## src/rtl/oj_judge_sequencer.sv

```systemverilog
// Judge sequencer: holds both DUTs in reset, plays a latched bit pattern into them and compares outputs.
// done lands RST_CYCLES+PAT_LEN+DRAIN_CYCLES+1 cycles after start; start is only sampled in IDLE.
module oj_judge_sequencer #(
  parameter int RST_CYCLES   = 3,
  parameter int PAT_LEN      = 8,
  parameter int DRAIN_CYCLES = 2,
  parameter int CNT_W        = 8,
  parameter int IDX_W        = 8
) (
  input  logic               clk,
  input  logic               rstn,
  input  logic               start,
  input  logic [PAT_LEN-1:0] pattern,
  input  logic               your_out,
  input  logic               ref_out,
  output logic               dut_rstn,
  output logic               stim,
  output logic               busy,
  output logic               done,
  output logic               pass,
  output logic [CNT_W-1:0]   mismatch_cnt,
  output logic [IDX_W-1:0]   first_fail
);

  typedef enum logic [2:0] {S_IDLE, S_RESET, S_RUN, S_DRAIN, S_DONE} state_t;

  state_t             state_q, state_d;
  logic [IDX_W-1:0]   cyc_q, cyc_d;
  logic [IDX_W-1:0]   idx_q;
  logic [PAT_LEN-1:0] pat_q;
  logic [CNT_W-1:0]   cnt_q, cnt_d;
  logic [IDX_W-1:0]   ff_q, ff_d;
  logic               dut_rstn_q, stim_q, busy_q, done_q, pass_q;
  logic               accept, cmp_en, mis;

  always_comb begin
    accept  = (state_q == S_IDLE) && start;
    cmp_en  = (state_q == S_RESET) || (state_q == S_RUN) || (state_q == S_DRAIN);
    mis     = cmp_en && (your_out != ref_out);
    state_d = state_q;
    cyc_d   = cyc_q + 1'b1;
    case (state_q)
      S_IDLE: begin
        cyc_d = '0;
        if (start) state_d = S_RESET;
      end
      S_RESET: if (cyc_q == IDX_W'(RST_CYCLES - 1)) begin
        state_d = S_RUN;
        cyc_d   = '0;
      end
      S_RUN: if (cyc_q == IDX_W'(PAT_LEN - 1)) begin
        state_d = (DRAIN_CYCLES == 0) ? S_DONE : S_DRAIN;
        cyc_d   = '0;
      end
      S_DRAIN: if (cyc_q == IDX_W'(DRAIN_CYCLES - 1)) begin
        state_d = S_DONE;
        cyc_d   = '0;
      end
      S_DONE: begin
        state_d = S_IDLE;
        cyc_d   = '0;
      end
      default: begin
        state_d = S_IDLE;
        cyc_d   = '0;
      end
    endcase

    // first_fail all-ones doubles as "no mismatch yet"; the index never reaches it.
    cnt_d = cnt_q;
    ff_d  = ff_q;
    if (accept) begin
      cnt_d = '0;
      ff_d  = '1;
    end else if (mis) begin
      if (cnt_q != '1) cnt_d = cnt_q + 1'b1;
      if (ff_q == '1)  ff_d  = idx_q;
    end
  end

  always_ff @(posedge clk or negedge rstn) begin
    if (!rstn) begin
      state_q    <= S_IDLE;
      cyc_q      <= '0;
      idx_q      <= '0;
      pat_q      <= '0;
      cnt_q      <= '0;
      ff_q       <= '1;
      dut_rstn_q <= 1'b0;
      stim_q     <= 1'b0;
      busy_q     <= 1'b0;
      done_q     <= 1'b0;
      pass_q     <= 1'b0;
    end else begin
      state_q    <= state_d;
      cyc_q      <= cyc_d;
      cnt_q      <= cnt_d;
      ff_q       <= ff_d;
      dut_rstn_q <= (state_d != S_RESET);
      busy_q     <= (state_d == S_RESET) || (state_d == S_RUN) || (state_d == S_DRAIN);
      done_q     <= (state_d == S_DONE);
      if (accept) begin
        pat_q  <= pattern;
        idx_q  <= '0;
        pass_q <= 1'b0;
      end else begin
        if (cmp_en) idx_q <= idx_q + 1'b1;
        // Pattern shifts out LSB first, one bit per RUN cycle.
        if (state_d == S_RUN) pat_q <= pat_q >> 1;
      end
      stim_q <= (state_d == S_RUN) ? pat_q[0] : 1'b0;
      if (state_d == S_DONE) pass_q <= (cnt_d == '0);
    end
  end

  assign dut_rstn     = dut_rstn_q;
  assign stim         = stim_q;
  assign busy         = busy_q;
  assign done         = done_q;
  assign pass         = pass_q;
  assign mismatch_cnt = cnt_q;
  assign first_fail   = ff_q;

endmodule

```

## config.mk

```make
export PLATFORM = sky130hd
export DESIGN_NAME = oj_judge_sequencer
export DESIGN_NICKNAME = d
export VERILOG_FILES = /design/src/rtl/oj_judge_sequencer.sv
export SDC_FILE = /design/constraint.sdc
export NUM_CORES = 1
export LEC_CHECK = 0
export CORE_ASPECT_RATIO = 2
export CORE_UTILIZATION = 58
export DETAILED_ROUTE_END_ITERATION = 6
export PLACE_DENSITY = 0.85
export SYNTH_ARGS = -nofsm -noshare
export SYNTH_HDL_FRONTEND = slang
export SYNTH_SLANG_ARGS = --single-unit
```

## constraint.sdc

```tcl
create_clock -name clk -period 6.3 [get_ports clk]
set_input_delay 0.945 -clock clk [delete_from_list [all_inputs] [get_ports clk]]
set_output_delay 0.945 -clock clk [all_outputs]
set_load 0.01 [all_outputs]
```

==> run_results.csv, run 1 <==
group,metric,value,unit
outcome,outcome,"finished clean",
die,ios,34,
die,dieArea,0.00441,mm²
critical_path,path_buf_inv,1,
cts,clock_sinks,48,
flow_run,max_cap_violations,0,
global_route,first_global_vias,1877,
sta,drv_slew,0,
layout,synthToLayoutAreaGrowth,19.1,%
yosys,ys_warn_count,0,
yosys,yosysSeqAreaShare,0.505,
cts,cts_made_buffers,5,
detailed_routing,ant_nets,0,
yosys,synth_top_family_by_area,"simple AND/OR/NAND/NOR gates",
cts,clockBufferDepth,2,
critical_path,required,6.53,ns
sta,rsz0062_at_grt,"false",
global_route,grt_max_degree,49,
yosys,async_flop_share,1.00,
sta,setup_violations,0,
cts,postCtsSetupBuffers,0,
detailed_routing,drtPass1Iterations,4,
pwr,p_int,0.732,mW
hold_path,holdPathStages,2,
die,initial_core_util,0.611,
yosys,ys.flop_type,"dfrtp_1",
cts,cts_tree,"done",
detailed_routing,drc_errors,0,
yosys,yosys.cell_types.count,53,
sta,fmax,314,MHz
yosys,yosys.area_share.simple,0.220,
global_route,grt_overflow,0,
sta,tns,0,ns
layout,drive_above_1_share,0.114,
critical_path,cp_num_cells,6,
global_route,antenna_found_initial,0,
die,die_x,47.5,µm
detailed_routing,wire_per_inst,16.7,µm
placement,portBuffers,33,
cts,clk_latency,0.31,ns
cts,clockRootBuffer,"clkbuf_8",
sta,fin_crit,3.19,ns
yosys,synth_compound_area_frac,0.149,
critical_path,crit_chain,"clkdlybuf4s50_1 > or4b_1 > and2_0 > mux2_2 > or4_1 > o22ai_1",
hold_path,hold_path_class,"reg -> reg",
placement,dp_hpwl,3700,µm
sta,relSlewSlack,0.316,
yosys,netlist_instances,233,
critical_path,crit_fanout,24,
critical_path,cpLargestDelayFamily,"simple AND/OR/NAND/NOR gates",
layout,diodes,0,
yosys,synthMuxAreaShare,0.0339,
pwr,power.share.sequential,0.421,
cts,h-tree-depth,2,
yosys,avgSynthCellArea,10.3,µm²
sta,worst_pin_slew,1.03,ns
pwr,vdd_drop_max,0.277,mV
layout,fin_nets,280,
yosys,synth-edff-count,0,
placement,gp_congestion,0.985,
yosys,synth_fp_nets,251,
critical_path,cp-end-kind,"flop",
critical_path,r2r_cells,5,
die,rows,32,
cts,cts-resized-gates,0,
sta,fin_crit_sh,0.506,
sta,clock_skew,0.0117,ns
yosys,synth.cell_area,0.00240,mm²
detailed_routing,via_per_inst,6.23,
cts,ctsHoldBuffers,0,
critical_path,arrival,3.42,ns
pwr,finalPower,1.18,mW
sta,final-hold-violation-count,0,
global_route,grt_pass1_wl,8520,µm
pwr,power_density,412,mW/mm²
critical_path,cpMaxStageDelayCell,"or4b_1",
detailed_routing,drtIter0Drc,36,
global_route,grt_util_all_layers,0.271,
yosys,synthAdderAreaFrac,0.0261,
critical_path,path_class,"in -> reg",
detailed_routing,wirelength,5250,µm
critical_path,start_kind,"input port",
die,die_h,92.9,µm
die,coreArea,0.00392,mm²
layout,final_util,0.728,
detailed_routing,route.vias.total,1955,
pwr,p_sw_frac,0.378,
cts,clkTransAtPathRegs,0.10,ns
pwr,power_leakage,1.29,nW
yosys,ys_ff_latch,48,
critical_path,critPathMaxStageDelay,0.81,ns
pwr,switchingPower,0.445,mW
yosys,synthXorXnorAreaFrac,0.0292,
pwr,p_clk_frac,0.192,
pwr,combPwrFrac,0.387,
-- per-stage QoR --
step | area (µm²) | setup slack, ns | std cells | hold slack (ns)
after floorplan | 2400 | 3.66 | 233 | 0.452
after global placement | 2740 | 2.85 | 306 | 0.471
after detailed placement | 2740 | 2.80 | 306 | 0.477
after CTS | 2860 | 3.12 | 314 | 0.490
after global routing | 2860 | 3.00 | 314 | 0.515
final | 2860 | 3.11 | 314 | 0.494
-- final cells by class --
cell class                      instances  area, µm²
Sequential cell                        48       1210
Multi-Input combinational cell        164       1100
Fill cell                             323       1070
Timing Repair Buffer                   34        333
Clock buffer                            5       68.8
Tap cell                               51       63.8
Clock inverter                          3       46.3
Inverter                                9       33.8
-- Yosys cell counts (2+ instances only) --
cell,instances,area (µm²)
dfrtp_1,40,1000
nand2_1,24,90.1
nor2_1,16,60.1
dfstp_2,8,210
a21oi_1,3,15.0
nor3_1,2,10.0
a311oi_1,3,26.3
clkbuf_1,10,37.5
xnor2_1,2,17.5
inv_1,9,33.8
xor2_1,6,52.6
mux2i_1,7,70.1
nand3_1,16,80.1
a221o_1,5,50.1
or4_1,3,22.5
a41oi_1,2,17.5
nor2b_1,2,12.5
ha_1,5,62.6
a31oi_1,2,12.5
nand4_1,7,43.8
and3_1,11,68.8
o31a_1,2,17.5
o21ai_0,17,85.1
and4_1,2,17.5
-- cells in the final DEF (no fill, tap or decap), types with 3 or more instances in the layout --
| cell type | synthesis | routed |
|---|---|---|
| a221o_1 | 5 | 5 |
| dfstp_2 | 8 | 8 |
| nand2_1 | 24 | 24 |
| nor2_1 | 16 | 16 |
| and3_1 | 11 | 11 |
| or4_1 | 3 | 3 |
| xor2_1 | 6 | 6 |
| nand3_1 | 16 | 16 |
| inv_1 | 9 | 9 |
| clkdlybuf4s50_1 | 0 | 32 |
| o21ai_0 | 17 | 17 |
| mux2i_1 | 7 | 7 |
| clkbuf_8 | 0 | 5 |
| dfrtp_1 | 40 | 40 |
| ha_1 | 5 | 5 |
| nand4_1 | 7 | 7 |
| a311oi_1 | 3 | 3 |
| a21oi_1 | 3 | 3 |
-- cell families (layout without fill, tap and decap cells) --
logic type	Yosys count	after routing
xor gates and xnor gates	8	8
AOI/OAI and AO/OA	48	48
muxes	8	8
buffers and inverters	21	51
adders and majority gates	5	5
DFF	48	48
and+or+nand+nor	95	95
-- path summary, 6_finish.rpt --
check | endpoint | slack, ns | from
setup / recovery | pass | 3.11 | start
hold / removal | first_fail[4] | 0.49 | first_fail[4]
setup reg to reg | pass | 3.58 | state_q[0]
hold reg to reg | first_fail[4] | 0.49 | first_fail[4]
max in group asynchronous | idx_q[4] | 4.85 | rstn
min in group asynchronous | mismatch_cnt[2] | 0.81 | rstn
-- power groups by stage --
stage	logic (mW)	registers, mW	clock network, mW
after floorplan	0.315	0.476	0
after global placement	0.441	0.493	0
after detailed placement	0.452	0.495	0
after CTS	0.457	0.491	0.229
after global routing	0.505	0.505	0.244
final	0.455	0.495	0.226
-- tightest hold or removal path, cell delays in order, from the launching register on --
cell,delay (ns)
dfstp_2,0.39
o21ai_0,0.06
nand2_1,0.05
-- registers in the layout, indices dropped and copies added (netlist names) --
register	cells
pat_q	8
state_q	3
cyc_q	8
busy	1
mismatch_cnt	8
stim	1
done	1
idx_q	8
pass	1
dut_rstn	1
first_fail	8
-- layer usage --
metal,track usage,up-vias,wire [µm]
li1,-,910,-
met1,0.329,967,2100
met2,0.445,64,2820
met3,0.0448,14,180
met4,0.119,0,150
met5,0,-,0
Note: power is estimated with default switching activity, not from simulation.
==> inputs of run 2 (changes only) <==
Settings changed: CORE_UTILIZATION 58 to 49, PLACE_DENSITY 0.85 to 0.77.
Clock period 6.3 ns to 2.8 ns, I/O delays scaled along.
==> run 2 against run 1 <==
  * Cell count is 2.9% higher
  * Core utilization is 9.9 points lower
  * Combinational power rose by 130%
  * Register-to-register slack lost 3.2 ns
  * Clock skew up 0.0018 ns
  * Flip-flop and latch count unchanged
  * Sequential share of layout area down 0.94 points
  * Total power grew 140%
  * Final area up 2.3%
  * Global-route usage is 4.6 points lower
  * Clock power grew to 2.6 times the previous value
  * Critical path depth shrank 1
==> run_results.csv, run 2 (synthesis gave the netlist of run 1 again) <==
group,metric,value,unit
cts,clk_latency,0.30,ns
detailed_routing,wire_per_inst,16.1,µm
layout,layout_common_cells,"40 x dfrtp_1, 32 x clkdlybuf4s50_1, 24 x nand2_1, 17 x o21ai_0",
die,coreArea,0.00464,mm²
placement,dp.cells,315,
global_route,grt_overflow,0,
detailed_routing,wirelength,5210,µm
critical_path,reg2reg_slack,0.34,ns
layout,diodes,0,
placement,gp_congestion,0.822,
pwr,finalPower,2.76,mW
cts,clkTransAtPathRegs,0.09,ns
sta,final-hold-violation-count,0,
placement,dp_hpwl,3750,µm
die,die_x,51.5,µm
critical_path,start_kind,"flop",
critical_path,crit_fanout,11,
critical_path,r2r_start,"cyc_q[3]",
critical_path,critPathMaxStageDelay,0.59,ns
die,ios,34,
detailed_routing,drtIter0Drc,38,
layout,design_area,0.00292,mm²
critical_path,critical_path.startpoint,"cyc_q[3]",
placement,portBuffers,33,
global_route,grt_pass1_wl,8790,µm
outcome,outcome,"finished clean",
critical_path,r2r_cells,5,
sta,worst_pin_slew,0.592,ns
layout,final_common_cell,"dfrtp_1",
critical_path,path_buf_inv,0,
placement,dpl_worst_slack,0.166,ns
layout,fin_nets,285,
critical_path,path_class,"reg -> reg",
sta,rsz0062_at_grt,"false",
critical_path,cpLargestDelayFamily,"simple AND/OR/NAND/NOR gates",
critical_path,cp-end-kind,"flop",
cts,h-tree-depth,2,
critical_path,cp_num_cells,5,
sta,worst_slack,0.338,ns
sta,drv_slew,0,
cts,cts_made_buffers,5,
die,dieArea,0.00520,mm²
detailed_routing,route.vias.total,1904,
die,initial_core_util,0.517,
critical_path,cpMaxStageDelayCell,"or4_4",
cts,cts-resized-gates,0,
detailed_routing,via_per_inst,5.89,
cts,ctsHoldBuffers,0,
layout,synthToLayoutAreaGrowth,21.8,%
cts,cts_tree,"done",
critical_path,required,3.03,ns
global_route,grt_util_all_layers,0.224,
cts,postCtsSetupBuffers,0,
placement,dpl_cell_area,0.00278,mm²
sta,fmax,406,MHz
critical_path,cp-endpoint,"pat_q[4]",
critical_path,arrival,2.70,ns
cts,clock_sinks,48,
critical_path,reg2reg_to,"pat_q[4]",
layout,drive_above_1_share,0.131,
sta,holdWs,0.203,ns
cts,clockBufferDepth,2,
global_route,grt_max_degree,49,
cts,clockRootBuffer,"clkbuf_8",
detailed_routing,drtPass1Iterations,5,
global_route,first_global_vias,1859,
sta,setup_violations,0,
sta,fin_crit,2.46,ns
sta,relSlewSlack,0.605,
sta,clock_skew,0.0134,ns
detailed_routing,drc_errors,0,
die,rows,35,
sta,fin_crit_sh,0.879,
pwr,power_density,946,mW/mm²
sta,tns,0,ns
detailed_routing,ant_nets,0,
layout,fin_cells,323,
layout,final_util,0.629,
global_route,antenna_found_initial,0,
pwr,vdd_drop_max,0.627,mV
critical_path,crit_chain,"or4_4 > or4_1 > a32o_1 > a21oi_2 > a221o_1",
hold_path,hold_path_class,"in -> async",
pwr,power_leakage,1.32,nW
flow_run,max_cap_violations,0,
die,die_h,101,µm
==> run 2: changes by cell type in the layout (fill, tap and decap cells not counted), sizes merged <==
cell      delta
buf          +5
clkinvlp     -1
bufinv       +1
==> run 2: final cells by class <==
class | instances | area [µm²]
Inverter | 9 | 33.8
Clock buffer | 5 | 68.8
Sequential cell | 48 | 1210
Fill cell | 399 | 1720
Timing Repair Buffer | 39 | 370
Multi-Input combinational cell | 164 | 1100
Tap cell | 55 | 68.8
Clock inverter | 3 | 68.8
==> run 2: worst register-to-register path, stage by stage, from the launching register on <==
cell and delay [ns]:
dfrtp_1 0.43, or4_4 0.59, or4_1 0.48, a32o_1 0.34, a21oi_2 0.34, a221o_1 0.22
==> run 2: power by group <==
part           internal [mW]  switching [mW]
Combinational          0.493           0.569
Sequential             0.913           0.191
Clock                  0.360           0.238
==> run 2: layer usage <==
layer  part of all wire  vias to the layer above  global-route usage
met4              0.013                        0              0.0811
met5                  0                        -                   0
met3              0.032                        6              0.0332
li1                   -                      919                   -
met1               0.39                      932               0.262
met2               0.56                       47               0.402
==> run 2: worst min-delay path by stage <==
stage / from / to / slack (ns) / cells after the start
3_5_place_dp: first_fail[0] / first_fail[0] / 0.48 / 2
4_1_cts: rstn / idx_q[1] / 0.22 / 2
3_3_place_gp: first_fail[5] / first_fail[5] / 0.47 / 2
5_1_grt: rstn / done / 0.25 / 2
2_1_floorplan: rstn / busy / 0.12 / 0
6_report: rstn / mismatch_cnt[2] / 0.20 / 2
==> inputs of run 3 (changes only) <==
Settings changed: CELL_PAD_IN_SITES_DETAIL_PLACEMENT from default to 1, CELL_PAD_IN_SITES_GLOBAL_PLACEMENT from default to 2, CORE_UTILIZATION 49 to 31, PLACE_DENSITY 0.77 to 0.76.
==> run 3 against run 2 <==
  * Core utilization down 23 points
  * Critical path depth unchanged
  * Largest power group unchanged
  * Combinational power about the same
  * Cell count up 13%
  * Clock power up 19%
  * Maximum frequency down 0.34%
  * Via count up 1.9%
  * Clock-buffer cell count unchanged
==> run_results.csv, run 3 (synthesis gave the netlist of run 1 again) <==
group,metric,value,unit
placement,gp_congestion,0.789,
critical_path,start_kind,"flop",
global_route,grt_max_degree,45,
cts,cts_tree,"done",
sta,worst_pin_slew,1.01,ns
pwr,power.share.sequential,0.380,
detailed_routing,drtPass1Iterations,4,
layout,layout_common_cells,"40 x dfrtp_1, 32 x clkdlybuf4s50_1, 24 x nand2_1, 17 x o21ai_0",
global_route,use_met2,0.305,
pwr,combPwrFrac,0.375,
cts,cts-resized-gates,0,
pwr,finalPower,2.90,mW
detailed_routing,via_per_inst,5.32,
detailed_routing,ant_nets,0,
detailed_routing,wirelength,6130,µm
cts,clock_sinks,48,
cts,clockRootBuffer,"clkbuf_16",
die,ios,34,
critical_path,required,3.03,ns
cts,clk_latency,0.30,ns
cts,cts_made_buffers,5,
global_route,grt_util_met1,0.166,
pwr,p_clk_frac,0.245,
cts,postCtsSetupBuffers,0,
cts,h-tree-depth,2,
die,rows,45,
pwr,power_leakage,1.35,nW
global_route,grt_util_all_layers,0.165,
detailed_routing,route.vias.total,1940,
hold_path,hold_path_class,"in -> async",
sta,tns,0,ns
placement,dp_hpwl,4420,µm
sta,setup_violations,0,
sta,rsz0062_at_grt,"false",
global_route,antenna_found_initial,0,
sta,fin_crit_sh,0.882,
pwr,p_int,1.83,mW
die,initial_core_util,0.318,
die,coreArea,0.00754,mm²
layout,synthToLayoutAreaGrowth,26.2,%
critical_path,cp-end-kind,"flop",
sta,drv_slew,0,
critical_path,crit_fanout,11,
pwr,vdd_drop_max,0.393,mV
layout,design_area,0.00303,mm²
global_route,grt_overflow,0,
placement,portBuffers,33,
pwr,power_density,958,mW/mm²
die,die_h,126,µm
critical_path,path_class,"reg -> reg",
cts,ctsHoldBuffers,0,
flow_run,max_cap_violations,0,
sta,holdWs,0.281,ns
layout,diodes,0,
sta,clock_skew,0.00868,ns
sta,final-hold-violation-count,0,
outcome,outcome,"finished clean",
layout,final_common_cell,"dfrtp_1",
layout,fin_nets,288,
sta,relSlewSlack,0.330,
pwr,p_sw_frac,0.368,
critical_path,arrival,2.70,ns
global_route,busiest_layer,"met2",
global_route,grt_pass1_wl,10200,µm
global_route,first_global_vias,2100,
die,dieArea,0.00811,mm²
layout,drive_above_1_share,0.140,
global_route,use_met3,0.0387,
cts,clockBufferDepth,2,
detailed_routing,wire_per_inst,16.8,µm
die,die_x,64.2,µm
pwr,switchingPower,1.07,mW
layout,final_util,0.401,
cts,clkTransAtPathRegs,0.07,ns
placement,dpl_cell_area,0.00286,mm²
detailed_routing,drc_errors,0,
sta,fmax,405,MHz
detailed_routing,drtIter0Drc,60,
sta,fin_crit,2.47,ns
run 3: cell types whose count changed in the layout (fill, tap and decap cells not counted), sizes merged:
| cell | before | now |
|---|---|---|
| buf | 7 | 10 |
| bufinv | 2 | 1 |
| clkinvlp | 0 | 1 |
run 3: path summary, 6_finish.rpt:
check                                    from       endpoint  slack [ns]  cells after the start
worst max-delay path                 cyc_q[3]       pat_q[5]        0.33                      5
worst min-delay path                     rstn       idx_q[7]        0.28                      1
max in group asynchronous                rstn  first_fail[1]        1.77                      2
worst max register to register       cyc_q[3]       pat_q[5]        0.33                      5
worst min register to register  first_fail[5]  first_fail[5]        0.49                      2
min in group clk                first_fail[5]  first_fail[5]        0.49                      2
run 3: stage by stage:
stage,instances,setup slack [ns]
CTS,365,0.326
global route,365,0.193
finish,365,0.330
detailed placement,357,0.138
global placement,357,0.234
floorplan,233,0.476
run 3: cell type report:
cell class                 count  area [µm²]
tap                           94         118
clock inverter                 3        46.3
multi-input combinational    164        1100
fill                         866        4520
timing repair buffer          42         393
clock buffer                   5         125
sequential                    48        1210
inverter                       9        33.8
run 3: worst max-delay path, cell delays in order, from the launching register on:
cell	delay, ns
dfrtp_1	0.43
or4_4	0.59
or4_1	0.48
a32o_1	0.35
a21oi_2	0.35
a221o_1	0.21
run 3: per-layer routing:
| metal | part of all wire | vias to the layer above |
|---|---|---|
| met4 | 0.029 | 0 |
| li1 | - | 916 |
| met5 | 0 | - |
| met3 | 0.028 | 13 |
| met2 | 0.55 | 30 |
| met1 | 0.39 | 981 |
run 3: power by group through the flow:
stage	clock [mW]	combinational (mW)	sequential, mW
4_1_cts	0.736	1.11	1.11
6_report	0.712	1.09	1.10
2_1_floorplan	0	0.710	1.07
3_5_place_dp	0	1.10	1.12
3_3_place_gp	0	1.08	1.11
5_1_grt	0.751	1.20	1.13
